$ cat config.mk
export PLATFORM = sky130hd
export DESIGN_NAME = dcache_nway
export DESIGN_NICKNAME = d
export VERILOG_FILES = /design/src/rtl/cpu_types_pkg.sv /design/src/rtl/dcache_lru.sv /design/src/rtl/dcache_nway.sv
export SDC_FILE = /design/constraint.sdc
export NUM_CORES = 2
export LEC_CHECK = 0
export BUFFER_PORTS_ARGS = -buffer_cell sky130_fd_sc_hd__buf_2
export CAP_MARGIN = 20
export CORE_ASPECT_RATIO = 0.7
export CORE_MARGIN = 2
export CORE_UTILIZATION = 30
export DETAILED_ROUTE_END_ITERATION = 10
export GPL_ROUTABILITY_DRIVEN = 1
export HOLD_SLACK_MARGIN = 0.05
export PLACE_DENSITY_LB_ADDON = 0.3
export SLEW_MARGIN = 5
export SYNTH_ARGS = -nofsm -noshare
export SYNTH_HDL_FRONTEND = slang
export SYNTH_SLANG_ARGS = --single-unit
$ cat constraint.sdc
create_clock -name CLK -period 6.7 [get_ports CLK]
set_input_delay 0.67 -clock CLK [delete_from_list [all_inputs] [get_ports CLK]]
set_output_delay 0.67 -clock CLK [all_outputs]
set_load 0.02 [all_outputs]
$ cat src/rtl/cpu_types_pkg.sv
// Shared CPU types for the data cache: word type, FSM state encoding, hit-counter address.
// DCACHE_HITCOUNT_EN adds the CNT state used to report the hit counter.
package cpu_types_pkg;
  typedef logic [31:0] word_t;

  localparam word_t HITCOUNT_ADDR = 32'h0000_3100;

  typedef enum logic [2:0] {
    IDLE  = 3'd0,
    WB    = 3'd1,
    FETCH = 3'd2,
    FLUSH = 3'd3,
`ifdef DCACHE_HITCOUNT_EN
    CNT   = 3'd4,
`endif
    DONE  = 3'd5
  } dcache_state_t;
endpackage

$ cat src/rtl/dcache_lru.sv
// Per-set age-based replacement: touched way becomes age 0, victim is the oldest way.
module dcache_lru #(
  parameter  int unsigned WAYS = 2,
  parameter  int unsigned SETS = 8,
  localparam int unsigned AW   = (WAYS > 1) ? $clog2(WAYS) : 1,
  localparam int unsigned SW   = $clog2(SETS)
) (
  input  logic          clk,
  input  logic          rst_n,
  input  logic          i_touch,
  input  logic [SW-1:0] i_touch_set,
  input  logic [AW-1:0] i_touch_way,
  input  logic [SW-1:0] i_query_set,
  output logic [AW-1:0] o_victim
);
  logic [AW-1:0] r_age [SETS][WAYS];

  // Ages start all-zero; the "<=" rule plus saturation converges to a permutation.
  always_ff @(posedge clk or negedge rst_n) begin
    if (!rst_n) begin
      for (int unsigned s = 0; s < SETS; s++)
        for (int unsigned w = 0; w < WAYS; w++)
          r_age[s][w] <= '0;
    end else if (i_touch) begin
      for (int unsigned w = 0; w < WAYS; w++) begin
        if (AW'(w) == i_touch_way)
          r_age[i_touch_set][w] <= '0;
        else if (r_age[i_touch_set][w] <= r_age[i_touch_set][i_touch_way] &&
                 r_age[i_touch_set][w] != AW'(WAYS - 1))
          r_age[i_touch_set][w] <= r_age[i_touch_set][w] + 1'b1;
      end
    end
  end

  always_comb begin
    o_victim = '0;
    for (int unsigned w = 1; w < WAYS; w++)
      if (r_age[i_query_set][w] > r_age[i_query_set][o_victim])
        o_victim = AW'(w);
  end
endmodule

$ cat src/rtl/dcache_nway.sv
// N-way write-back data cache with flush-on-halt.
// DCACHE_HITCOUNT_EN: after flush, write a first-lookup hit/miss balance to HITCOUNT_ADDR.
module dcache_nway
  import cpu_types_pkg::*;
#(
  parameter int unsigned CPUID = 0,
  parameter int unsigned WAYS  = 2,
  parameter int unsigned SETS  = 8,
  parameter int unsigned WORDS = 2
) (
  input  logic  CLK,
  input  logic  nRST,
  input  logic  dmemREN,
  input  logic  dmemWEN,
  input  word_t dmemaddr,
  input  word_t dmemstore,
  input  logic  halt,
  output word_t dmemload,
  output logic  dhit,
  output logic  flushed,
  output logic  dREN,
  output logic  dWEN,
  output word_t daddr,
  output word_t dstore,
  input  word_t dload,
  input  logic  dwait
);
  localparam int unsigned OB  = $clog2(WORDS);
  localparam int unsigned OBW = (OB > 0) ? OB : 1;
  localparam int unsigned SW  = $clog2(SETS);
  localparam int unsigned AW  = (WAYS > 1) ? $clog2(WAYS) : 1;
  localparam int unsigned TW  = 30 - OB - SW;
  localparam logic [OBW-1:0] LASTW   = OBW'(WORDS - 1);
  localparam logic [AW-1:0]  LASTWAY = AW'(WAYS - 1);
  localparam logic [SW-1:0]  LASTSET = SW'(SETS - 1);
`ifdef DCACHE_HITCOUNT_EN
  localparam dcache_state_t AFTER_FLUSH = CNT;
`else
  localparam dcache_state_t AFTER_FLUSH = DONE;
`endif

  dcache_state_t r_state;
  logic [AW-1:0]  r_way, r_fway;
  logic [OBW-1:0] r_word;
  logic [TW-1:0]  r_tag_q;
  logic [SW-1:0]  r_idx_q, r_fset;
  logic           r_retry;
  logic [SETS-1:0] r_valid [WAYS];
  logic [SETS-1:0] r_dirty [WAYS];
  logic [TW-1:0]  r_tags [WAYS][SETS];
  word_t          r_data [WAYS][SETS][WORDS];
`ifdef DCACHE_HITCOUNT_EN
  word_t          r_hitcnt;
`endif

  logic [TW-1:0]  w_tag;
  logic [SW-1:0]  w_idx;
  logic [OBW-1:0] w_off;
  logic           w_req, w_hit_any, w_inv_any, w_fdirty, w_hit_wr, w_fill, w_last;
  logic [AW-1:0]  w_hit_way, w_inv_way, w_lru_victim, w_victim;

  assign w_tag = dmemaddr[31 -: TW];
  assign w_idx = dmemaddr[2+OB +: SW];
  assign w_off = (WORDS > 1) ? dmemaddr[2 +: OBW] : '0;
  assign w_req = dmemREN | dmemWEN;

  always_comb begin
    w_hit_any = 1'b0;
    w_hit_way = '0;
    w_inv_any = 1'b0;
    w_inv_way = '0;
    for (int unsigned w = 0; w < WAYS; w++) begin
      if (r_valid[w][w_idx] && r_tags[w][w_idx] == w_tag && !w_hit_any) begin
        w_hit_any = 1'b1;
        w_hit_way = AW'(w);
      end
      if (!r_valid[w][w_idx] && !w_inv_any) begin
        w_inv_any = 1'b1;
        w_inv_way = AW'(w);
      end
    end
  end

  assign w_victim = w_inv_any ? w_inv_way : w_lru_victim;
  assign dhit     = (r_state == IDLE) && !halt && w_req && w_hit_any;
  assign dmemload = (dhit && !dmemWEN) ? r_data[w_hit_way][w_idx][w_off] : '0;
  assign w_hit_wr = dhit && dmemWEN;
  assign w_fill   = (r_state == FETCH) && !dwait;
  assign w_last   = (r_word == LASTW);
  assign w_fdirty = r_valid[r_fway][r_fset] && r_dirty[r_fway][r_fset];

  dcache_lru #(.WAYS(WAYS), .SETS(SETS)) u_lru (
    .clk         (CLK),
    .rst_n       (nRST),
    .i_touch     (dhit),
    .i_touch_set (w_idx),
    .i_touch_way (w_hit_way),
    .i_query_set (w_idx),
    .o_victim    (w_lru_victim)
  );

  function automatic word_t mk_addr(input logic [TW-1:0] t, input logic [SW-1:0] i,
                                    input logic [OBW-1:0] w);
    word_t a;
    a = {t, {(32-TW){1'b0}}};
    a = a | (word_t'(i) << (2 + OB));
    if (WORDS > 1) a = a | (word_t'(w) << 2);
    return a;
  endfunction

  // Memory-side outputs decode only registered state, never the datapath inputs.
  always_comb begin
    dREN    = 1'b0;
    dWEN    = 1'b0;
    daddr   = '0;
    dstore  = '0;
    flushed = 1'b0;
    case (r_state)
      WB: begin
        dWEN   = 1'b1;
        daddr  = mk_addr(r_tags[r_way][r_idx_q], r_idx_q, r_word);
        dstore = r_data[r_way][r_idx_q][r_word];
      end
      FETCH: begin
        dREN  = 1'b1;
        daddr = mk_addr(r_tag_q, r_idx_q, r_word);
      end
      FLUSH: if (w_fdirty) begin
        dWEN   = 1'b1;
        daddr  = mk_addr(r_tags[r_fway][r_fset], r_fset, r_word);
        dstore = r_data[r_fway][r_fset][r_word];
      end
`ifdef DCACHE_HITCOUNT_EN
      CNT: begin
        dWEN   = 1'b1;
        daddr  = HITCOUNT_ADDR;
        dstore = r_hitcnt;
      end
`endif
      DONE:    flushed = 1'b1;
      default: ;
    endcase
  end

  always_ff @(posedge CLK) begin
    if (w_hit_wr) r_data[w_hit_way][w_idx][w_off] <= dmemstore;
    if (w_fill) begin
      r_data[r_way][r_idx_q][r_word] <= dload;
      if (w_last) r_tags[r_way][r_idx_q] <= r_tag_q;
    end
  end

  always_ff @(posedge CLK or negedge nRST) begin
    if (!nRST) begin
      r_state <= IDLE;
      r_way   <= '0;
      r_fway  <= '0;
      r_word  <= '0;
      r_tag_q <= '0;
      r_idx_q <= '0;
      r_fset  <= '0;
      r_retry <= 1'b0;
      for (int unsigned w = 0; w < WAYS; w++) begin
        r_valid[w] <= '0;
        r_dirty[w] <= '0;
      end
`ifdef DCACHE_HITCOUNT_EN
      r_hitcnt <= '0;
`endif
    end else begin
      case (r_state)
        IDLE: begin
          if (halt) begin
            r_state <= FLUSH;
            r_fset  <= '0;
            r_fway  <= '0;
            r_word  <= '0;
          end else if (w_req) begin
            if (w_hit_any) begin
              if (dmemWEN) r_dirty[w_hit_way][w_idx] <= 1'b1;
              r_retry <= 1'b0;
`ifdef DCACHE_HITCOUNT_EN
              if (!r_retry) r_hitcnt <= r_hitcnt + 1'b1;
`endif
            end else begin
              r_way   <= w_victim;
              r_tag_q <= w_tag;
              r_idx_q <= w_idx;
              r_word  <= '0;
              r_retry <= 1'b1;
`ifdef DCACHE_HITCOUNT_EN
              r_hitcnt <= r_hitcnt - 1'b1;
`endif
              r_state <= (r_valid[w_victim][w_idx] && r_dirty[w_victim][w_idx]) ? WB : FETCH;
            end
          end
        end
        WB: if (!dwait) begin
          r_word <= w_last ? '0 : r_word + 1'b1;
          if (w_last) r_state <= FETCH;
        end
        FETCH: if (!dwait) begin
          r_word <= w_last ? '0 : r_word + 1'b1;
          if (w_last) begin
            r_valid[r_way][r_idx_q] <= 1'b1;
            r_dirty[r_way][r_idx_q] <= 1'b0;
            r_state                 <= IDLE;
          end
        end
        FLUSH: if (!w_fdirty || (!dwait && w_last)) begin
          // Clean entries advance immediately; dirty ones only after their last word.
          if (w_fdirty) r_dirty[r_fway][r_fset] <= 1'b0;
          r_word <= '0;
          if (r_fway == LASTWAY) begin
            r_fway <= '0;
            if (r_fset == LASTSET) r_state <= AFTER_FLUSH;
            else                   r_fset  <= r_fset + 1'b1;
          end else begin
            r_fway <= r_fway + 1'b1;
          end
        end else if (!dwait) begin
          r_word <= r_word + 1'b1;
        end
`ifdef DCACHE_HITCOUNT_EN
        CNT: if (!dwait) r_state <= DONE;
`endif
        DONE:    r_state <= DONE;
        default: r_state <= IDLE;
      endcase
    end
  end
endmodule

==> summary.md <==
| Metric | Value |
|---|---|
| Synth Area in Compound Gates | `0.0749` |
| Die Height | `approximately 450 µm` |
| Endpoints failing hold | `0` |
| Antenna viol nets, final | `0` |
| Port Buf Inserts | `197` |
| Number of vias in the routed layout | `~60k` |
| Total internal power | `about 22 mW` |
| Synthesized-area fraction occupied by xor and xnor cells | `0.00377` |
| Starting utilization of the core area | `0.301` |
| Count of yosys warnings during synthesis | `0` |
| Buffer type at the clock tree root | `clkbuf_16` |
| Global routing usage on met3 | `0.0650` |
| Setup WS pre-CTS | `87.9 ps` |
| Async set-reset flop share out of synthesis | `0.0564` |
| Latest clock arrival within the worst-skew pair | `about 860 ps` |
| Most common library cell in the layout ignoring fill and taps | `edfxtp_1` |
| Placed insts | `~9k` |
| Clock slew seen by the registers of the worst setup and hold paths | `around 60 ps` |
| Mux share of post-synthesis cell area | `0.315` |
| Worst setup margin | `between 150 and 200 ps` |
| Shortest clock period the worst path allows after layout | `roughly 6500 ps` |
| Hold crit path type | `primary input to flip-flop` |
| Kind of critical path | `primary input to output pin` |
| Adder-Cell Fraction of Synth Area | `0.000299` |
| Aggregate global routing overflow | `0` |
| Clock tree from TritonCTS | `done` |
| Core Region | `278000 µm²` |
| Share of synthesized cell area in and, or, nand and nor gates | `0.0358` |
| Grt peak-use layer | `met2` |
| Share of cells above drive strength 1 | `0.331` |
| Number of remaining DRC errors | `0` |
| Die area | `roughly 280000 µm²` |
| Share of the core filled with cells | `0.347` |
| Violation count after the first detailed-route iteration | `just under 10k` |
| Maximum vdd drop | `roughly 0.26 mV` |
| Proportion of power drawn by the clock network | `0.278` |
| Maximum fanout count along the critical path | `between 70 and 80` |
| Clk sinks | `roughly 1.5k` |
| Signal arrival time at the worst endpoint | `5870 ps` |
| Category of the worst setup path capture point | `output pin` |
| Max-Slew Margin vs Limit | `0.159` |
| Final max-slew violation count | `0` |
| Io pins | `202` |
| Register area share after synthesis | `0.542` |
| Post-synthesis area per instance | `roughly 16 µm²` |
| Met1 track utilization from global routing | `0.339` |
| Final setup viols | `0` |
| Clock Skew | `53.3 ps` |
| Power per cell area | `around 360 nW/µm²` |
| Largest net degree at the start of global routing | `94` |
| Required time of the critical path | `between 6000 and 7000 ps` |
| Largest family of logic cells by synthesized area | `multiplexers` |
| WL final | `between 300000 and 400000 µm` |
| Vias in the first global route | `around 57k` |
| Width of the die | `635 µm` |
| P&R area growth vs syn | `15.3%` |
| RSZ-0062 raised after global routing | `false` |
| Setup fix buffers added after clock tree synthesis | `0` |
| Highest-count cells in the layout ignoring fill and taps | `edfxtp_1 (1440), mux4_2 (759), mux2i_1 (693), buf_4 (248), nand2_1 (230)` |
| Buffer depth of the longest clock path | `3` |
| Placer congestion estimate | `0.907` |
| Overall fraction of global-route tracks in use | `0.243` |
| Logic gate share of total power | `0.368` |
| Portion of the clock cycle consumed by the worst path in the final layout | `0.976` |
| TNS Setup | `0 ps` |
| Post-DR vias/cell | `about 6.4` |
| Number of different library cells in the post-synthesis netlist | `80` |
| Post-layout nets | `between 5k and 6k` |
| Iteration count of the initial detailed-routing pass | `8` |
| Crit path launch type | `primary input` |
| First-pass GRT wire length | `between 400000 and 500000 µm` |
| Static leakage | `30.2 nW` |
| Switch Pwr | `around 13 mW` |
| Count of flip-flops with a built-in enable after synthesis | `~1.4k` |
| Cells after Synth | `5241` |
| Final standard cell count with taps included and fillers excluded | `between 9k and 10k` |
| Synthesized area | `about 84000 µm²` |
| Predominant post-synthesis flop cell | `edfxtp_1` |
| Worst Tran Pin Value | `1260 ps` |
| Maximum operating frequency | `approximately 0.15 GHz` |
| Max-cap violations | `0` |
| Number of levels the H-tree was split into | `4` |
| Proportion of total power due to net switching | `0.370` |
| Number of buffers added by the clock tree synthesis step | `about 170` |
| Status | `complete, no violations` |
| Global routing usage on met2 | `0.358` |
| Sequential share of power | `0.354` |
| Core Rows | `162` |
| Initial antenna violation count | `34` |
| Number of storage elements in the synthesis netlist | `1526` |
| HPWL after detailed placement | `between 200000 and 250000 µm` |
| Detail-routed net length per standard cell | `roughly 38 µm` |
-- Yosys cell counts, types with 60 or more instances --
| cell type | instances | area share |
|---|---|---|
| mux4_2 | 759 | 0.20 |
| o21ai_0 | 146 | 0.0087 |
| buf_1 | 83 | 0.0037 |
| mux2i_1 | 693 | 0.083 |
| nor2_1 | 151 | 0.0068 |
| dfrtp_1 | 86 | 0.026 |
| o22ai_1 | 200 | 0.015 |
| edfxtp_1 | 1440 | 0.52 |
| nand2_1 | 242 | 0.011 |
| a22oi_1 | 86 | 0.0077 |
| clkbuf_1 | 290 | 0.013 |
| mux2_2 | 195 | 0.026 |
| a32oi_1 | 60 | 0.0063 |
| a21oi_1 | 83 | 0.0050 |
-- final cells by class --
cell class | instances | area, µm²
diodes | 19 | 47.5
clock buffers | 216 | 4610
clock inverters | 96 | 1020
fillers | 26200 | 181000
inverters | 20 | 81.3
multi-input cells | 3226 | 36500
flip-flops and latches | 1526 | 45400
well taps | 3690 | 4620
repair buffers | 512 | 4230
-- power by group through the flow --
stage | Combinational [mW] | Clock [mW] | Sequential (mW)
floorplan | 8.15 | 0 | 11.8
global placement | 12.5 | 0 | 12.4
detailed placement | 12.5 | 0 | 12.4
CTS | 12.6 | 9.69 | 12.2
global route | 13.1 | 10.0 | 12.3
finish | 12.7 | 9.63 | 12.2
-- timing repair --
| action | in CTS | in global routing |
|---|---|---|
| hold endpoints to repair | 28 | 0 |
| hold buffers | 1 | 0 |
| resized for setup | 0 | 3 |
| setup endpoints to repair | 0 | 6 |
-- per-stage QoR --
| stage | area, µm² | hold slack, ps | power (mW) |
|---|---|---|---|
| 2_1_floorplan | 83700 | 374 | 19.9 |
| 3_3_place_gp | 90800 | 512 | 24.9 |
| 3_5_place_dp | 90800 | 506 | 25.0 |
| 4_1_cts | 96500 | 71.6 | 34.5 |
| 5_1_grt | 96500 | 109 | 35.5 |
| 6_report | 96500 | 120 | 34.6 |
-- logic make-up after synthesis --
group / Yosys count
flip-flops: 1526
adder cells (fa/ha/maj): 2
buffers and inverters: 490
other: 1
AND/OR/NAND/NOR: 629
AO/OA/AOI/OAI: 904
XOR/XNOR: 36
multiplexers: 1653
-- layer usage --
metal | up-vias | part of all wire | wire [µm]
met5 | - | 0.00027 | 96
met4 | 12 | 0.046 | 16300
met3 | 824 | 0.13 | 45200
met2 | 4927 | 0.43 | 153000
li1 | 22700 | - | -
met1 | 31500 | 0.40 | 140000
-- registers in the layout, indices dropped and copies added, names as in the netlist --
register / count
r_data: 1024
r_tags: 416
r_tag_q: 26
r_dirty: 16
r_valid: 16
u_lru.r_age: 16
r_fset: 3
r_idx_q: 3
r_state: 3
r_fway: 1
r_way: 1
r_word: 1
-- critical path, cell delays in order --
cell and delay, ps:
clkbuf_8 440, buf_4 270, and2_1 160, a22oi_1 120, o221ai_1 430, nand3_1 180, or4_1 590, nor4b_4 280
buf_4 210, nor2b_4 290, buf_16 410, mux2_2 280, o22ai_1 70, a221oi_1 340, nand4_1 260, o21ai_1 300
buf_4 190, buf_2 150
-- path summary, 6_finish.rpt --
| check | startpoint | to | slack, ps | cells past startpoint |
|---|---|---|---|---|
| setup / recovery | dmemaddr[5] | dmemload[20] | 160 | 18 |
| hold / removal | dmemaddr[22] | r_tag_q[16] | 120 | 2 |
| setup reg to reg | r_tags[0][7] | r_data[1][195] | 1360 | 13 |
| hold reg to reg | r_valid[12] | r_valid[12] | 520 | 1 |
| max in group asynchronous | nRST | r_fset[0] | 4810 | 3 |
| min in group asynchronous | nRST | r_tag_q[5] | 360 | 2 |
Power figures use the tool's default switching activity.
